--- config.mk ---
export PLATFORM = sky130hd
export DESIGN_NAME = elevator_ctrl
export DESIGN_NICKNAME = d
export VERILOG_FILES = /design/src/rtl/elevator_pkg.sv /design/src/rtl/elev_req_scan.sv /design/src/rtl/elevator_ctrl.sv
export SDC_FILE = /design/constraint.sdc
export NUM_CORES = 1
export LEC_CHECK = 0
export CORE_ASPECT_RATIO = 0.6
export CORE_MARGIN = 2
export CORE_UTILIZATION = 54
export DETAILED_ROUTE_END_ITERATION = 8
export PLACE_DENSITY = 0.79
export SLEW_MARGIN = 20
export SYNTH_ARGS = -nofsm -noshare
export SYNTH_HDL_FRONTEND = slang
export SYNTH_SLANG_ARGS = --single-unit
--- constraint.sdc ---
create_clock -name clk -period 2.51 [get_ports clk]
set_input_delay 0.3765 -clock clk [delete_from_list [all_inputs] [get_ports clk]]
set_output_delay 0.3765 -clock clk [all_outputs]
set_load 0.03 [all_outputs]
--- src/rtl/elevator_pkg.sv ---
`default_nettype none
// +----------------------------------------------------------------------+
// | Package   : elevator_pkg                                             |
// | Purpose   : Shared types and constants for the N-floor elevator      |
// |             controller (state encoding, direction values, helpers).  |
// | Revision  : 1.0  initial release                                     |
// +----------------------------------------------------------------------+
package elevator_pkg;

  // Controller state; 2-bit encoding with explicit values.
  typedef enum logic [1:0] {
    ST_IDLE      = 2'd0,
    ST_MOVE_UP   = 2'd1,
    ST_MOVE_DOWN = 2'd2,
    ST_DOOR_OPEN = 2'd3
  } state_t;

  // Direction encoding used on the dir output and internally.
  localparam logic DIR_UP   = 1'b1;
  localparam logic DIR_DOWN = 1'b0;

  // Larger of two integers, for sizing the shared timer.
  function automatic int max_int(input int a, input int b);
    return (a > b) ? a : b;
  endfunction

endpackage : elevator_pkg
`default_nettype wire

--- src/rtl/elev_req_scan.sv ---
`default_nettype none
// +----------------------------------------------------------------------+
// | Module    : elev_req_scan                                            |
// | Purpose   : Combinational scan of the latched call vector relative   |
// |             to the current floor: calls above, calls below, and a    |
// |             call for the floor the car is standing on.               |
// | Revision  : 1.0  initial release                                     |
// +----------------------------------------------------------------------+
module elev_req_scan
  import elevator_pkg::*;
#(
  parameter int NUM_FLOORS = 4,
  parameter int FLOOR_W    = 2
) (
  input  logic [NUM_FLOORS-1:0] pending,
  input  logic [FLOOR_W-1:0]    floor,
  output logic                  any_above,
  output logic                  any_below,
  output logic                  here
);

  // Partition the pending vector around the current floor.
  always_comb begin
    any_above = 1'b0;
    any_below = 1'b0;
    here      = 1'b0;
    for (int i = 0; i < NUM_FLOORS; i++) begin
      if (i > int'(floor)) begin
        any_above = any_above | pending[i];
      end else if (i < int'(floor)) begin
        any_below = any_below | pending[i];
      end else begin
        here = pending[i];
      end
    end
  end

endmodule : elev_req_scan
`default_nettype wire

--- src/rtl/elevator_ctrl.sv ---
`default_nettype none
// +----------------------------------------------------------------------+
// | Module    : elevator_ctrl                                            |
// | Purpose   : N-floor elevator controller. Latches per-floor calls and |
// |             serves them in SCAN order, modelling floor-to-floor      |
// |             travel time and door dwell time with one shared timer.   |
// | Revision  : 1.0  initial release                                     |
// +----------------------------------------------------------------------+
module elevator_ctrl
  import elevator_pkg::*;
#(
  parameter int  NUM_FLOORS    = 4,
  parameter int  TRAVEL_CYCLES = 4,
  parameter int  DOOR_CYCLES   = 3,
  localparam int FLOOR_W       = (NUM_FLOORS > 1) ? $clog2(NUM_FLOORS) : 1
) (
  input  logic                  clk,
  input  logic                  reset,
  input  logic [NUM_FLOORS-1:0] call_req,
  input  logic                  door_hold,
  output logic [FLOOR_W-1:0]    floor,
  output logic                  dir,
  output logic                  moving,
  output logic                  door_open,
  output logic                  arrive,
  output logic [NUM_FLOORS-1:0] pending
);

  // Travel and door dwell never overlap, so one down-counter serves both.
  localparam int TIMER_MAX = max_int(TRAVEL_CYCLES, DOOR_CYCLES) - 1;
  localparam int TIMER_W   = (TIMER_MAX > 0) ? $clog2(TIMER_MAX + 1) : 1;

  localparam logic [TIMER_W-1:0]    TRAVEL_LOAD = TIMER_W'(TRAVEL_CYCLES - 1);
  localparam logic [TIMER_W-1:0]    DOOR_LOAD   = TIMER_W'(DOOR_CYCLES - 1);
  localparam logic [FLOOR_W-1:0]    TOP_FLOOR   = FLOOR_W'(NUM_FLOORS - 1);
  localparam logic [NUM_FLOORS-1:0] ONE_HOT0    = NUM_FLOORS'(1);

  state_t                  state_q, state_d;
  logic [FLOOR_W-1:0]      floor_q, floor_d;
  logic                    dir_q, dir_d;
  logic [TIMER_W-1:0]      timer_q, timer_d;
  logic [NUM_FLOORS-1:0]   pending_q, pending_d;
  logic                    arrive_q, arrive_d;

  logic                    any_above;
  logic                    any_below;
  logic                    here;

  logic [FLOOR_W-1:0]      floor_up;
  logic [FLOOR_W-1:0]      floor_dn;
  logic [NUM_FLOORS-1:0]   here_mask;
  logic [NUM_FLOORS-1:0]   up_mask;
  logic [NUM_FLOORS-1:0]   dn_mask;
  logic [NUM_FLOORS-1:0]   latch_mask;
  logic                    at_top;
  logic                    at_bottom;
  logic                    timer_zero;
  logic                    door_reload;
  logic                    go_up;
  logic                    go_down;

  // Where the calls lie relative to the current floor.
  elev_req_scan #(
    .NUM_FLOORS (NUM_FLOORS),
    .FLOOR_W    (FLOOR_W)
  ) u_scan (
    .pending   (pending_q),
    .floor     (floor_q),
    .any_above (any_above),
    .any_below (any_below),
    .here      (here)
  );

  assign floor_up   = floor_q + FLOOR_W'(1);
  assign floor_dn   = floor_q - FLOOR_W'(1);
  assign at_top     = (floor_q == TOP_FLOOR);
  assign at_bottom  = (floor_q == '0);
  assign here_mask  = ONE_HOT0 << floor_q;
  assign up_mask    = ONE_HOT0 << floor_up;
  assign dn_mask    = ONE_HOT0 << floor_dn;
  assign timer_zero = (timer_q == '0);

  // A call for the floor the door is open on is not latched; it only
  // keeps the door open, exactly like door_hold.
  assign latch_mask  = (state_q == ST_DOOR_OPEN) ? ~here_mask : '1;
  assign door_reload = door_hold | (|(call_req & here_mask));

  // Departure choice: keep the current direction while calls lie ahead,
  // otherwise turn toward the remaining calls.
  assign go_up   = any_above & ((dir_q == DIR_UP) | ~any_below);
  assign go_down = any_below & ~go_up;

  // Next-state, timer, position and call-latch logic.
  always_comb begin
    state_d   = state_q;
    floor_d   = floor_q;
    dir_d     = dir_q;
    timer_d   = timer_q;
    arrive_d  = 1'b0;
    pending_d = pending_q | (call_req & latch_mask);

    case (state_q)
      ST_IDLE: begin
        if (here) begin
          state_d   = ST_DOOR_OPEN;
          timer_d   = DOOR_LOAD;
          arrive_d  = 1'b1;
          pending_d = pending_d & ~here_mask;
        end else if (go_up) begin
          state_d = ST_MOVE_UP;
          dir_d   = DIR_UP;
          timer_d = TRAVEL_LOAD;
        end else if (go_down) begin
          state_d = ST_MOVE_DOWN;
          dir_d   = DIR_DOWN;
          timer_d = TRAVEL_LOAD;
        end
      end

      ST_MOVE_UP: begin
        if (!timer_zero) begin
          timer_d = timer_q - TIMER_W'(1);
        end else if (at_top) begin
          // Cannot go higher; park rather than wrap.
          state_d = ST_IDLE;
        end else begin
          floor_d = floor_up;
          if ((pending_q & up_mask) != '0) begin
            state_d   = ST_DOOR_OPEN;
            timer_d   = DOOR_LOAD;
            arrive_d  = 1'b1;
            pending_d = pending_d & ~up_mask;
          end else if (any_above) begin
            // No stop at the new floor, so calls above it are exactly
            // the calls that were above the old floor.
            timer_d = TRAVEL_LOAD;
          end else begin
            state_d = ST_IDLE;
          end
        end
      end

      ST_MOVE_DOWN: begin
        if (!timer_zero) begin
          timer_d = timer_q - TIMER_W'(1);
        end else if (at_bottom) begin
          state_d = ST_IDLE;
        end else begin
          floor_d = floor_dn;
          if ((pending_q & dn_mask) != '0) begin
            state_d   = ST_DOOR_OPEN;
            timer_d   = DOOR_LOAD;
            arrive_d  = 1'b1;
            pending_d = pending_d & ~dn_mask;
          end else if (any_below) begin
            timer_d = TRAVEL_LOAD;
          end else begin
            state_d = ST_IDLE;
          end
        end
      end

      ST_DOOR_OPEN: begin
        if (door_reload) begin
          timer_d = DOOR_LOAD;
        end else if (!timer_zero) begin
          timer_d = timer_q - TIMER_W'(1);
        end else if (go_up) begin
          state_d = ST_MOVE_UP;
          dir_d   = DIR_UP;
          timer_d = TRAVEL_LOAD;
        end else if (go_down) begin
          state_d = ST_MOVE_DOWN;
          dir_d   = DIR_DOWN;
          timer_d = TRAVEL_LOAD;
        end else begin
          state_d = ST_IDLE;
        end
      end

      default: begin
        state_d = ST_IDLE;
      end
    endcase
  end

  // State and datapath registers; reset takes effect immediately.
  always_ff @(posedge clk or posedge reset) begin
    if (reset) begin
      state_q   <= ST_IDLE;
      floor_q   <= '0;
      dir_q     <= DIR_UP;
      timer_q   <= '0;
      pending_q <= '0;
      arrive_q  <= 1'b0;
    end else begin
      state_q   <= state_d;
      floor_q   <= floor_d;
      dir_q     <= dir_d;
      timer_q   <= timer_d;
      pending_q <= pending_d;
      arrive_q  <= arrive_d;
    end
  end

  assign floor     = floor_q;
  assign dir       = dir_q;
  assign moving    = (state_q == ST_MOVE_UP) || (state_q == ST_MOVE_DOWN);
  assign door_open = (state_q == ST_DOOR_OPEN);
  assign arrive    = arrive_q;
  assign pending   = pending_q;

endmodule : elevator_ctrl
`default_nettype wire

==> impl_results.md <==
* Met2 Routed Length at 1528 um
* WS Path Type: reg -> reg
* Initial DRT Pass Iterations at 5
* FMAX at 0.4092 GHz
* Synth Flop Type: dfrtp_1
* CTS buffer count at 3
* Synthesized area at 1204 um^2
* Vias per inst at 6.540
* Yosys Warn Count at 0
* First-pass GRT wire length at 5444 um
* Num rows at 13
* P&R area growth vs syn at 21.52%
* Final net count at 192
* Ports at 17
* Async set-reset flop share out of synthesis at 1.000
* Slowest stage delay, CP at 0.45 ns
* Post-synthesis cell type count at 46
* Post-synthesis adder-cell area fraction at 0.1247
* Outcome: finished, final reports clean
* Clock Latency Late Sink at 0.24 ns
* Xor/xnor cell area share of the yosys netlist at 0.007277
* Met3 wire len at 422 um
* Pin count of the biggest net entering global routing at 15
* CTS tree: yes
* Initial Utilization at 0.5649
* Die H at 40.57 um
* Syn_nets at 172
* Core area at 2131 um^2
* Initial antenna violation count at 0
* RSZ-0062 raised after global routing: no
* Slowest stage cell, crit path: dfrtp_1
* CTS root buf: clkbuf_8
* Final setup skew at 0.001548 ns
* Total Neg Setup Slack at 0 ns
* Cells after Synth at 153
* Mux cell area share after synthesis at 0.01663
* Critical Path RT at 2.67 ns
* IO buf count at 16
* CTS sink cnt at 12
* Worst-Margin Slew at 0.5343 ns
* Vias in the first global route at 1,125
* Congestion Overflow GR at 0
* Met1 WL at 1634 um
* Final setup viols at 0
* Flops & latches, synth at 12
* Share of layout cells above drive strength 1 at 0.08721
* Die ar. at 2635 um^2
* H-tree depth at 1
* Via count at 1,321
* Number of diodes at 0
* Reg clk slew, reported paths at 0.06 ns
* Filler cell count at 192
* Minimum clock period at 2.444 ns
* Setup crit end kind: flop
* Slew HR at 0.6434
* Routed Antenna Nets at 0
* Worst-path fanout max at 9
* Setup ws final at 0.06600 ns
* Final Max Slew Viols at 0
* Post-Synth Simple-Gate Area at 0.2339
* Sequential-to-total area share from yosys stat at 0.2505
* Hold Slack at 0.4743 ns
* Critical Path Start Type: flop
* Sequential cell area at 301.5 um^2
* Post-DP HPWL at 2626 um
* Maximum root-to-sink buffer count at 2
* Placement Setup Slack at 0.1400 ns
* MaxCap Viol Count at 0
* Largest family of logic cells by synthesized area: compound AO/OA/AOI/OAI gates
* Crit-path cells: inv_1 > ha_1 > o21ba_2 > and2b_1 > o311a_1 > nand2b_1 > and4_4 > mux2i_1
* Compound-cell area share of the yosys netlist at 0.3015
* Final wirelength at 3656 um
* Worst Hold Class: in -> async
* Violation count after the first detailed-route iteration at 154
* Die X at 64.95 um
* Residual DRC at 0
* Highest metal used: met4
* Syn Area/Cell at 7.867 um^2
* Final Cycle Share at 0.9737
* Drt wl/cell at 18.10 um
* Post-synth EDFFs at 0
* Final Hold Violating Endpoints at 0
* Area occupied by multi-input gates at 824.5 um^2
* GRT Util Overall at 0.2882
* Arrival time at the worst endpoint at 2.60 ns
* Routability cong. at 0.9638
==> routing by layer <==
metal | global-route usage | up-vias
met1 | 0.3771 | 599
met4 | 0.1223 | 0
met2 | 0.4459 | 109
met5 | 0 | -
met3 | 0.09270 | 10
li1 | - | 603
==> layout by cell type, fill, tap and decap left out, types with 4 or more instances in the layout <==
cell	instances
nand2_1	21
clkdlybuf4s50_1	16
a21oi_1	14
ha_1	12
inv_1	11
dfrtp_1	11
nor2_1	8
nand3_1	7
buf_4	7
o21ai_0	6
a222oi_1	4
nand2b_1	4
o211ai_1	4
==> state kept, by name (all words and copies together) (netlist names) <==
name,count
state_q,2
arrive,1
timer_q,2
pending,4
floor,2
dir,1
==> synth_stat cells, drive strengths merged, types with 2 or more instances <==
library cell  count  area share
a21oi            14       0.058
a221o             2       0.017
a222oi            4       0.033
a22oi             2       0.012
a31oi             2       0.010
a32oi             2       0.015
and3              2       0.010
buf               5       0.022
clkbuf            3      0.0094
dfrtp            11        0.23
ha               12        0.12
inv              11       0.034
mux2i             2       0.017
nand2            22       0.071
nand2b            4       0.021
nand3             7       0.029
nor2              8       0.025
nor2b             2       0.010
nor3              2      0.0083
nor3b             2       0.012
o211ai            4       0.025
o21ai             6       0.025
o31a              2       0.015
o31ai             3       0.019
==> stage by stage <==
step	cell area, um^2	utilization	std cells
final	1463	0.6864	202
after global routing	1463	0.6864	202
after CTS	1446	0.6788	200
after detailed placement	1401	0.6577	196
after global placement	1401	0.6577	196
after floorplan	1204	-	153
==> worst max-delay path: cells and delay by family, from the launching register on <==
family                   cells  cell delay (ns)
buffers and inverters        1             0.13
AND/OR/NAND/NOR              3             0.57
multiplexers                 1             0.21
adder cells (fa/ha/maj)      1             0.34
AO/OA/AOI/OAI                2             0.65
flip-flops                   1             0.45
==> cells by family after synthesis <==
family	Yosys count
buffers and inverters	19
multiplexers	2
AND/OR/NAND/NOR	56
flip-flops	12
AO/OA/AOI/OAI	51
adder cells (fa/ha/maj)	12
XOR/XNOR	1
==> cell type report <==
type                       instances  share of cell area
sequential                        12              0.2062
timing repair buffer              23              0.1454
tap                               30             0.02566
clock buffer                       4             0.03080
multi-input combinational        122              0.5637
inverter                          11             0.02823
==> path summary, 6_finish.rpt <==
path | start | end | slack [ns] | cells past startpoint
max in group asynchronous | reset | dir | 1.67 | 2
worst max register to register | floor[0] | state_q[1] | 0.07 | 8
min in group clk | dir | dir | 0.53 | 2
worst max-delay path | floor[0] | state_q[1] | 0.07 | 8
worst min register to register | dir | dir | 0.53 | 2
worst min-delay path | reset | pending[1] | 0.47 | 2
==> what timing repair did <==
item                                    in CTS  in global routing
hold endpoints to repair                     0                  0
buffers inserted                             0                  2
hold buffers                                 0                  0
endpoints found under the setup margin       0                  3
gates resized for setup                      0                  1
Power is left out: the tool's default activity adds up to more than one toggle a clock period on the data nets, which glitch-free logic cannot reach.
